<file path="src/rtl/apu_sound_player.sv">
// apu_sound_player: plays a fixed four-note square-wave jingle per eat/hit/die request.
// Notes advance on frame_end; a strictly higher-priority request preempts the current jingle.
module apu_sound_player #(
    parameter int NOTE_FRAMES = 4,
    parameter int CNT_W       = 16
) (
    input  logic       clk,
    input  logic       rst_n,
    input  logic       frame_end,
    input  logic       eat_sound,
    input  logic       die_sound,
    input  logic       hit_sound,
    output logic       sound_out,
    output logic       busy,
    output logic [1:0] sound_id
);
    localparam int FW = NOTE_FRAMES > 1 ? $clog2(NOTE_FRAMES) : 1;
    localparam logic [0:0] IDLE = 1'b0;
    localparam logic [0:0] PLAY = 1'b1;
    localparam logic [FW-1:0] LAST_FRAME = FW'(NOTE_FRAMES - 1);
    logic [0:0]       r_state;
    logic [1:0]       r_id;
    logic [1:0]       r_note;
    logic [FW-1:0]    r_frame;
    logic [CNT_W-1:0] r_tone;
    logic             r_out;
    logic             r_eat_q;
    logic             r_die_q;
    logic             r_hit_q;
    logic [CNT_W-1:0] w_half;
    logic [1:0]       w_new_id;
    logic             w_start;
    logic             w_rest;
    logic             w_adv;
    assign w_new_id = (die_sound & ~r_die_q) ? 2'd3 :
                      (hit_sound & ~r_hit_q) ? 2'd2 :
                      (eat_sound & ~r_eat_q) ? 2'd1 : 2'd0;
    assign w_start  = w_new_id > r_id;
    assign w_rest   = w_half == '0;
    assign w_adv    = (r_state == PLAY) && frame_end && (r_frame == LAST_FRAME);
    assign busy      = r_state == PLAY;
    assign sound_id  = r_id;
    assign sound_out = r_out & ~w_rest;
    always_comb begin
        case ({r_id, r_note})
            4'b01_00: w_half = CNT_W'(24068);
            4'b01_01: w_half = CNT_W'(19101);
            4'b01_10: w_half = CNT_W'(16055);
            4'b01_11: w_half = CNT_W'(12022);
            4'b10_00: w_half = CNT_W'(57216);
            4'b10_10: w_half = CNT_W'(57216);
            4'b11_00: w_half = CNT_W'(32111);
            4'b11_01: w_half = CNT_W'(38144);
            4'b11_10: w_half = CNT_W'(48044);
            default:  w_half = '0;
        endcase
    end
    // Edge regs come out of reset set, so a request level held across reset never starts a jingle.
    always_ff @(posedge clk or negedge rst_n) begin
        if (!rst_n) begin
            r_state <= IDLE;
            r_id    <= 2'd0;
            r_note  <= 2'd0;
            r_frame <= '0;
            r_tone  <= '0;
            r_out   <= 1'b0;
            r_eat_q <= 1'b1;
            r_die_q <= 1'b1;
            r_hit_q <= 1'b1;
        end else begin
            r_eat_q <= eat_sound;
            r_die_q <= die_sound;
            r_hit_q <= hit_sound;
            if (w_start) begin
                r_state <= PLAY;
                r_id    <= w_new_id;
                r_note  <= 2'd0;
                r_frame <= '0;
                r_tone  <= '0;
                r_out   <= 1'b0;
            end else if (r_state == PLAY) begin
                if (w_adv) begin
                    r_frame <= '0;
                    r_tone  <= '0;
                    r_out   <= r_out & ~w_rest;
                    if (r_note == 2'd3) begin
                        r_state <= IDLE;
                        r_id    <= 2'd0;
                        r_note  <= 2'd0;
                        r_out   <= 1'b0;
                    end else begin
                        r_note <= r_note + 2'd1;
                    end
                end else begin
                    if (frame_end)
                        r_frame <= r_frame + 1'b1;
                    if (w_rest) begin
                        r_tone <= '0;
                        r_out  <= 1'b0;
                    end else if (r_tone == w_half - CNT_W'(1)) begin
                        r_tone <= '0;
                        r_out  <= ~r_out;
                    end else begin
                        r_tone <= r_tone + CNT_W'(1);
                    end
                end
            end
        end
    end
endmodule

</file>
<file path="config.mk">
export PLATFORM = sky130hd
export DESIGN_NAME = apu_sound_player
export DESIGN_NICKNAME = d
export VERILOG_FILES = /design/src/rtl/apu_sound_player.sv
export SDC_FILE = /design/constraint.sdc
export NUM_CORES = 1
export LEC_CHECK = 0
export ABC_CLOCK_PERIOD_IN_PS = 3100
export CAP_MARGIN = 20
export CORE_ASPECT_RATIO = 1.25
export CORE_MARGIN = 4
export CORE_UTILIZATION = 55
export DETAILED_ROUTE_END_ITERATION = 10
export PLACE_DENSITY = 0.76
export SLEW_MARGIN = 20
export SYNTH_ARGS = -nofsm -noshare
export SYNTH_HDL_FRONTEND = slang
export SYNTH_SLANG_ARGS = --single-unit
</file>
<file path="constraint.sdc">
create_clock -name clk -period 3.1 [get_ports clk]
set_clock_uncertainty 0.05 [all_clocks]
set_input_delay 0.62 -clock clk [delete_from_list [all_inputs] [get_ports clk]]
set_output_delay 0.62 -clock clk [all_outputs]
set_load 0.01 [all_outputs]
</file>
==> results.toml, run 1 <==
[timing]
finalHoldViolCount = 0
slew_violations = 0
finalCriticalPeriod_ns = 3.08
finalSetupTns_ns = 0
tightest_slew_ns = 0.637
hold_ws_ns = 0.482
setup_viol = 0
max_freq_mhz = 324
setup_ws_ns = 0.0152
relSlewSlack_pct = 57.4
rsz0062_at_grt = "yes"
period_share_pct = 99.5

[floorplan]
die_w_um = 65.5
io_pins = 10
die_h_um = 79.9
std_cell_rows = 25
dieArea_um2 = 5230
initial_core_util_pct = 58.6
coreArea_um2 = 3880

[synthesis]
synth_area_leaders = "dfrtp_1 26%, ha_1 6.6%, nand2_1 5.3%"
avgSynthCellArea_um2 = 8.42
ys.flop_type = "dfrtp_1"
synth-async-reset-ratio_pct = 100
synth.net_count = 288
synth_top_area_share_pct = 26.4
synthDistinctLibCells = 52
yosysTopAreaCell = "dfrtp_1"
netlist_instances = 270
synth-edff-count = 0
synth_seq_cells = 27
netlist_area_um2 = 2270
yosys_warnings = 0
seq_area_frac_synth_pct = 29.9

[layout]
fillCellCount = 318
multi_input_area_um2 = 1580
synthToLayoutAreaGrowth_pct = 21.0
num-nets-final = 320
diodes = 0
drive_gt1_share_pct = 20.3
seqCellArea_um2 = 681

[clock_tree]
tritoncts.num_buffers = 3
clk_latency_ns = 0.26
clkTransAtPathRegs_ns = 0.09
cts.sink_count = 27
cts_buffer_depth = 2
clockRootBuffer = "clkbuf_8"
cts_tree = "done"
cts-htree-levels = 1

[route]
avgViaCountPerCell = 6.15
route.detailed.drc = 0
wl_mm = 6.01
ant_nets = 0
vias = 2183
wire_per_inst_um = 16.9
drt_iter0_drc = 195
first_pass_iters = 5

[grt]
grt_pass1_wl_mm = 9.49
grt_pass1_vias = 1956
track_usage_pct = 23.2
grt_start_max_net_pins = 21
antenna_found_initial = 0
grt-ovfl-total = 0

[worst_setup_path]
worstPathCellList = "inv_4, ha_4, mux2_4, nand2_4, ha_4, and2_4, o211ai_1, o311ai_1, a221o_1, nor4_4, buf_4, nand4_4, a22oi_2, o31ai_1"
rr_worst_depth = 14
worstPathArrival_ns = 3.18
cpLargestDelayFamily = "compound AO/OA/AOI/OAI gates"
timing.rr.start = "r_note[0]"
required_ns = 3.19
reg2reg_slack_ns = 0.02
slowest_delay_ns = 0.39
cp_slowest_cell = "dfrtp_2"
path_class = "reg2reg"
worst-path-max-fanout = 7
r2r_end = "r_tone[14]"
cp-end-kind = "register"
crit_top_cell = "ha_4"
crit_path_start = "r_note[0]"
crit_buf_inv = 2
worstSetupStartpointType = "register"

[pwr]
p_per_area_nw_per_um2 = 796
peakVddDrop_v = 0.000581
leakage_uw = 0.00116

[placed_design]
hpwl_mm = 4.23
pre_cts_ws_ns = -0.0572
gp_congestion = 0.971
numPortBuffers = 9

[min_path]
hold_class = "reg2reg"
hold_start = "r_frame[1]"
min_to = "r_frame[1]"
min_delay_path_depth = 2

[outcome]
status = "completed"

[run]
maxCapViolCount = 0
synthesized netlist by cell type, types with 2 or more instances:
cell type,n
a311oi_2,3
nor2b_1,5
nand2b_1,9
clkbuf_1,5
xnor2_1,13
a21oi_1,15
o211ai_1,8
dfstp_2,3
a31oi_1,7
a22oi_1,2
nand4_1,2
xor2_1,5
inv_1,14
and3_1,10
buf_6,2
buf_2,5
nand2_1,32
nand3_1,13
and2_1,3
nor3_1,6
a32oi_1,2
o2bb2ai_1,2
nor3b_1,3
o21ai_0,11
o21a_1,2
o31ai_1,6
o22ai_1,5
mux2i_1,6
ha_1,12
dfrtp_1,24
nor2_1,14
repair_timing:
| item | 4_1_cts | 5_1_grt |
|---|---|---|
| gates cloned | 0 | 1 |
| buffers inserted | 1 | 10 |
| pin swaps | 1 | 13 |
| endpoints found under the setup margin | 12 | 18 |
| resized for setup | 4 | 14 |
| hold buffers | 0 | 0 |
final cells by class:
class / instances / share of cell area (%)
Multi-Input combinational cell: 217 / 57.3
Sequential cell: 27 / 24.7
Tap cell: 54 / 2.46
Clock buffer: 4 / 1.64
Inverter: 14 / 2.00
Timing Repair Buffer: 39 / 11.9
layout by cell type (no fill, tap or decap), types with 3 or more instances in the layout:
cell and count:
clkbuf_8 3, xor2_1 5, a21oi_1 15, nor2_1 13, buf_4 29, ha_1 10, a311oi_2 3, nand2b_1 9
dfstp_2 3, clkdlybuf4s50_1 8, o31ai_1 6, and3_1 10, mux2i_1 6, nor2b_1 5, o211ai_1 8, o21ai_0 9
nand2_1 30, a31oi_1 7, xnor2_1 13, o22ai_1 5, nand3_1 13, nor3_1 5, inv_1 12, nor3b_1 3
dfrtp_1 23
per-layer routing:
| layer | vias up | wire (um) | track usage [%] |
|---|---|---|---|
| met5 | - | 0 | 0 |
| met2 | 79 | 2920 | 37.2 |
| met4 | 0 | 132 | 7.68 |
| met1 | 1042 | 2690 | 32.1 |
| met3 | 10 | 262 | 2.82 |
| li1 | 1052 | - | - |
sequential cells by signal (all words and copies together) (netlist names):
signal and flops:
r_eat_q 1, sound_id 2, r_die_q 1, r_frame 2, r_hit_q 1, busy 1
r_tone 16, r_out 1, r_note 2
cell families after synthesis:
family,share of synthesized area (%)
and+or+nand+nor,25.7
AOI/OAI and AO/OA,22.0
buffers and inverters,5.56
DFF,29.9
xor gates and xnor gates,6.94
adders and majority gates,6.61
muxes,3.30
how the worst max path moves through the flow:
stage / end / slack (ns) / depth (start not counted)
global route: r_tone[14] / -0.12 / 14
finish: r_tone[14] / 0.02 / 14
floorplan: r_tone[5] / 0.0004 / 16
detailed placement: r_tone[14] / -0.06 / 11
CTS: r_tone[4] / 0.02 / 14
global placement: r_tone[4] / 0.04 / 14
worst reg2reg max path: cells and delay by family (launching register included):
family | cells | cell delay (ns)
AOI/OAI and AO/OA | 5 | 0.97
adders and majority gates | 2 | 0.45
buffers and inverters | 2 | 0.24
DFF | 1 | 0.39
muxes | 1 | 0.18
and+or+nand+nor | 4 | 0.70
through the flow:
stage	instances	cell area (um2)	total power (uW)	utilization, %
after floorplan	270	2310	1390	-
after global placement	339	2530	1760	65.4
after detailed placement	339	2530	1780	65.4
after CTS	344	2600	2010	67.1
after global routing	355	2750	2340	70.9
final	355	2750	2190	70.9
power breakdown:
group          leakage [uW]  switching [uW]  internal [uW]  total (uW)
sequential         0.000353            67.0            399         466
clock             0.0000228             104           91.9         195
combinational      0.000789             844            683        1530
total               0.00116            1010           1170        2190
Note: power is estimated with default switching activity, not from simulation.
==> run 2: changes to the inputs <==
--- a/config.mk
+++ b/config.mk
@@ -9,9 +9,11 @@
 export CAP_MARGIN = 20
 export CORE_ASPECT_RATIO = 1.25
 export CORE_MARGIN = 4
-export CORE_UTILIZATION = 55
+export CORE_UTILIZATION = 50
 export DETAILED_ROUTE_END_ITERATION = 10
-export PLACE_DENSITY = 0.76
+export HOLD_SLACK_MARGIN = 0.15
+export PLACE_DENSITY = 0.7
+export SKIP_CTS_REPAIR_TIMING = 1
 export SLEW_MARGIN = 20
 export SYNTH_ARGS = -nofsm -noshare
 export SYNTH_HDL_FRONTEND = slang
==> run 2 against run 1 <==
Compared with the run above:
- cell area fell by 1.0%
- sequential power grew 0.9%
- first-iteration DRC count rose by 13%
- die area grew 8.9%
- hold slack better by 0.012 ns
- combinational power decreased by 4%
- flip-flop and latch count unchanged
- cell count is 1.1% lower
- clock power grew 2%
- worst setup slack better by 0.017 ns
- critical path type unchanged
- critical endpoint unchanged
- largest power group unchanged
==> results.toml, run 2 (synthesized netlist as in run 1, its figures left out) <==
[grt]
track_usage_pct = 20.7
grt-ovfl-total = 0
antenna_found_initial = 0
use_met3_pct = 1.89
grt_pass1_vias = 1877
grt.met2_usage_pct = 32.2
grt_start_max_net_pins = 28
grt_pass1_wl_mm = 9.15
grt.busiest_layer = "met2"
grt_use_met1_pct = 30.5

[pwr]
power_frac_clock_pct = 9.3
p_per_area_nw_per_um2 = 785
pwr-share-comb_pct = 68.7
peakVddDrop_v = 0.000442
p_sw_share_pct = 46.8
p_int_uw = 1140
switchingPower_uw = 999
power.total_uw = 2140
leakage_uw = 0.00114
pwr-share-seq_pct = 22.0

[clock_tree]
cts_tree = "done"
clk_latency_ns = 0.27
cts.sink_count = 27
cts_buffer_depth = 2
clockRootBuffer = "clkbuf_8"
tritoncts.num_buffers = 3
cts-htree-levels = 1
clkTransAtPathRegs_ns = 0.09

[timing]
rsz0062_at_grt = "yes"
period_share_pct = 99.0
max_freq_mhz = 326
finalSetupTns_ns = 0
slew_violations = 0
tightest_slew_ns = 0.486
hold_ws_ns = 0.493
finalCriticalPeriod_ns = 3.07
setup_viol = 0
finalHoldViolCount = 0
relSlewSlack_pct = 67.5

[min_path]
hold_class = "reg2reg"

[placed_design]
gp_congestion = 0.839
dp_cells = 342
placed_area_um2 = 2520
numPortBuffers = 9
hpwl_mm = 4.07

[floorplan]
std_cell_rows = 27
initial_core_util_pct = 51.7
coreArea_um2 = 4390
die_h_um = 83.4
die_w_um = 68.3
io_pins = 10
dieArea_um2 = 5690

[route]
vias = 2107
drt_iter0_drc = 221
wire_per_inst_um = 16.1
ant_nets = 0
wl_mm = 5.64
first_pass_iters = 4
avgViaCountPerCell = 6.00
route.detailed.drc = 0

[layout]
top_register = "r_tone"
drive_gt1_share_pct = 19.1
fillCellCount = 386
synthToLayoutAreaGrowth_pct = 19.8
final_area_um2 = 2720
layout_commonest_cell = "nand2_1"
largest_reg_flops = 16
num-nets-final = 312
diodes = 0
stdcell_count = 351
most-common-layout-cells = "31 x nand2_1, 23 x dfrtp_1, 21 x buf_4"

[worst_setup_path]
cp_slowest_cell = "dfrtp_2"
worstPathCellList = "inv_4, ha_4, and2_1, o21ai_1, ha_4, and2_4, o211ai_1, o311ai_1, a221o_1, nor4_4, nand4_4, a22oi_2, o31ai_2"
crit_buf_inv = 1
required_ns = 3.21
cp-end-kind = "register"
cpLargestDelayFamily = "compound AO/OA/AOI/OAI gates"
path_class = "reg2reg"
worstSetupStartpointType = "register"
crit_top_cell = "ha_4"
slowest_delay_ns = 0.44
worst-path-max-fanout = 8
worstPathArrival_ns = 3.18

[run]
maxCapViolCount = 0

[outcome]
status = "completed"
run 2: through the flow:
stage | worst slack (ns) | util (%)
floorplan | 0.000361 | -
global placement | 0.0341 | 57.4
detailed placement | 0.00532 | 57.4
CTS | -0.302 | 58.4
global route | -0.120 | 62.0
finish | 0.0322 | 62.0
run 2: routing by layer:
layer / vias to the layer above / part of all wire, % / routed length (um)
li1: 1042 / - / -
met1: 1006 / 44 / 2510
met2: 49 / 51 / 2870
met3: 10 / 3.5 / 195
met4: 0 / 1.2 / 70
met5: - / 0 / 0
run 2: power groups by stage:
| stage | logic (uW) | registers, uW | clock network, uW |
|---|---|---|---|
| finish | 1470 | 470 | 199 |
| global placement | 1250 | 467 | 0 |
| CTS | 1270 | 463 | 202 |
| global route | 1590 | 481 | 221 |
| floorplan | 933 | 459 | 0 |
| detailed placement | 1270 | 470 | 0 |
run 2: layout make-up:
class                   count  area (um2)  area share [%]
multi-input cells         218        1620            59.4
flip-flops and latches     27         681            25.0
repair buffers             30         250            9.20
well taps                  58        72.6            2.67
inverters                  14        55.1            2.02
clock buffers               4        45.0            1.66
run 2: worst min-delay path, cell delays in order (launching register included):
cell and delay [ns]:
dfrtp_1 0.39, nand2_1 0.06, a21oi_1 0.06
run 2: path summary, 6_finish.rpt:
check                           startpoint         end  slack (ns)  cells past startpoint
worst max-delay path             r_note[0]  r_tone[14]        0.03                     13
worst min-delay path            r_frame[1]  r_frame[1]        0.49                      2
worst max register to register   r_note[0]  r_tone[14]        0.03                     13
worst min register to register  r_frame[1]  r_frame[1]        0.49                      2
max in group asynchronous            rst_n     r_eat_q        2.03                      2
min in group asynchronous            rst_n  r_frame[1]        0.66                      2
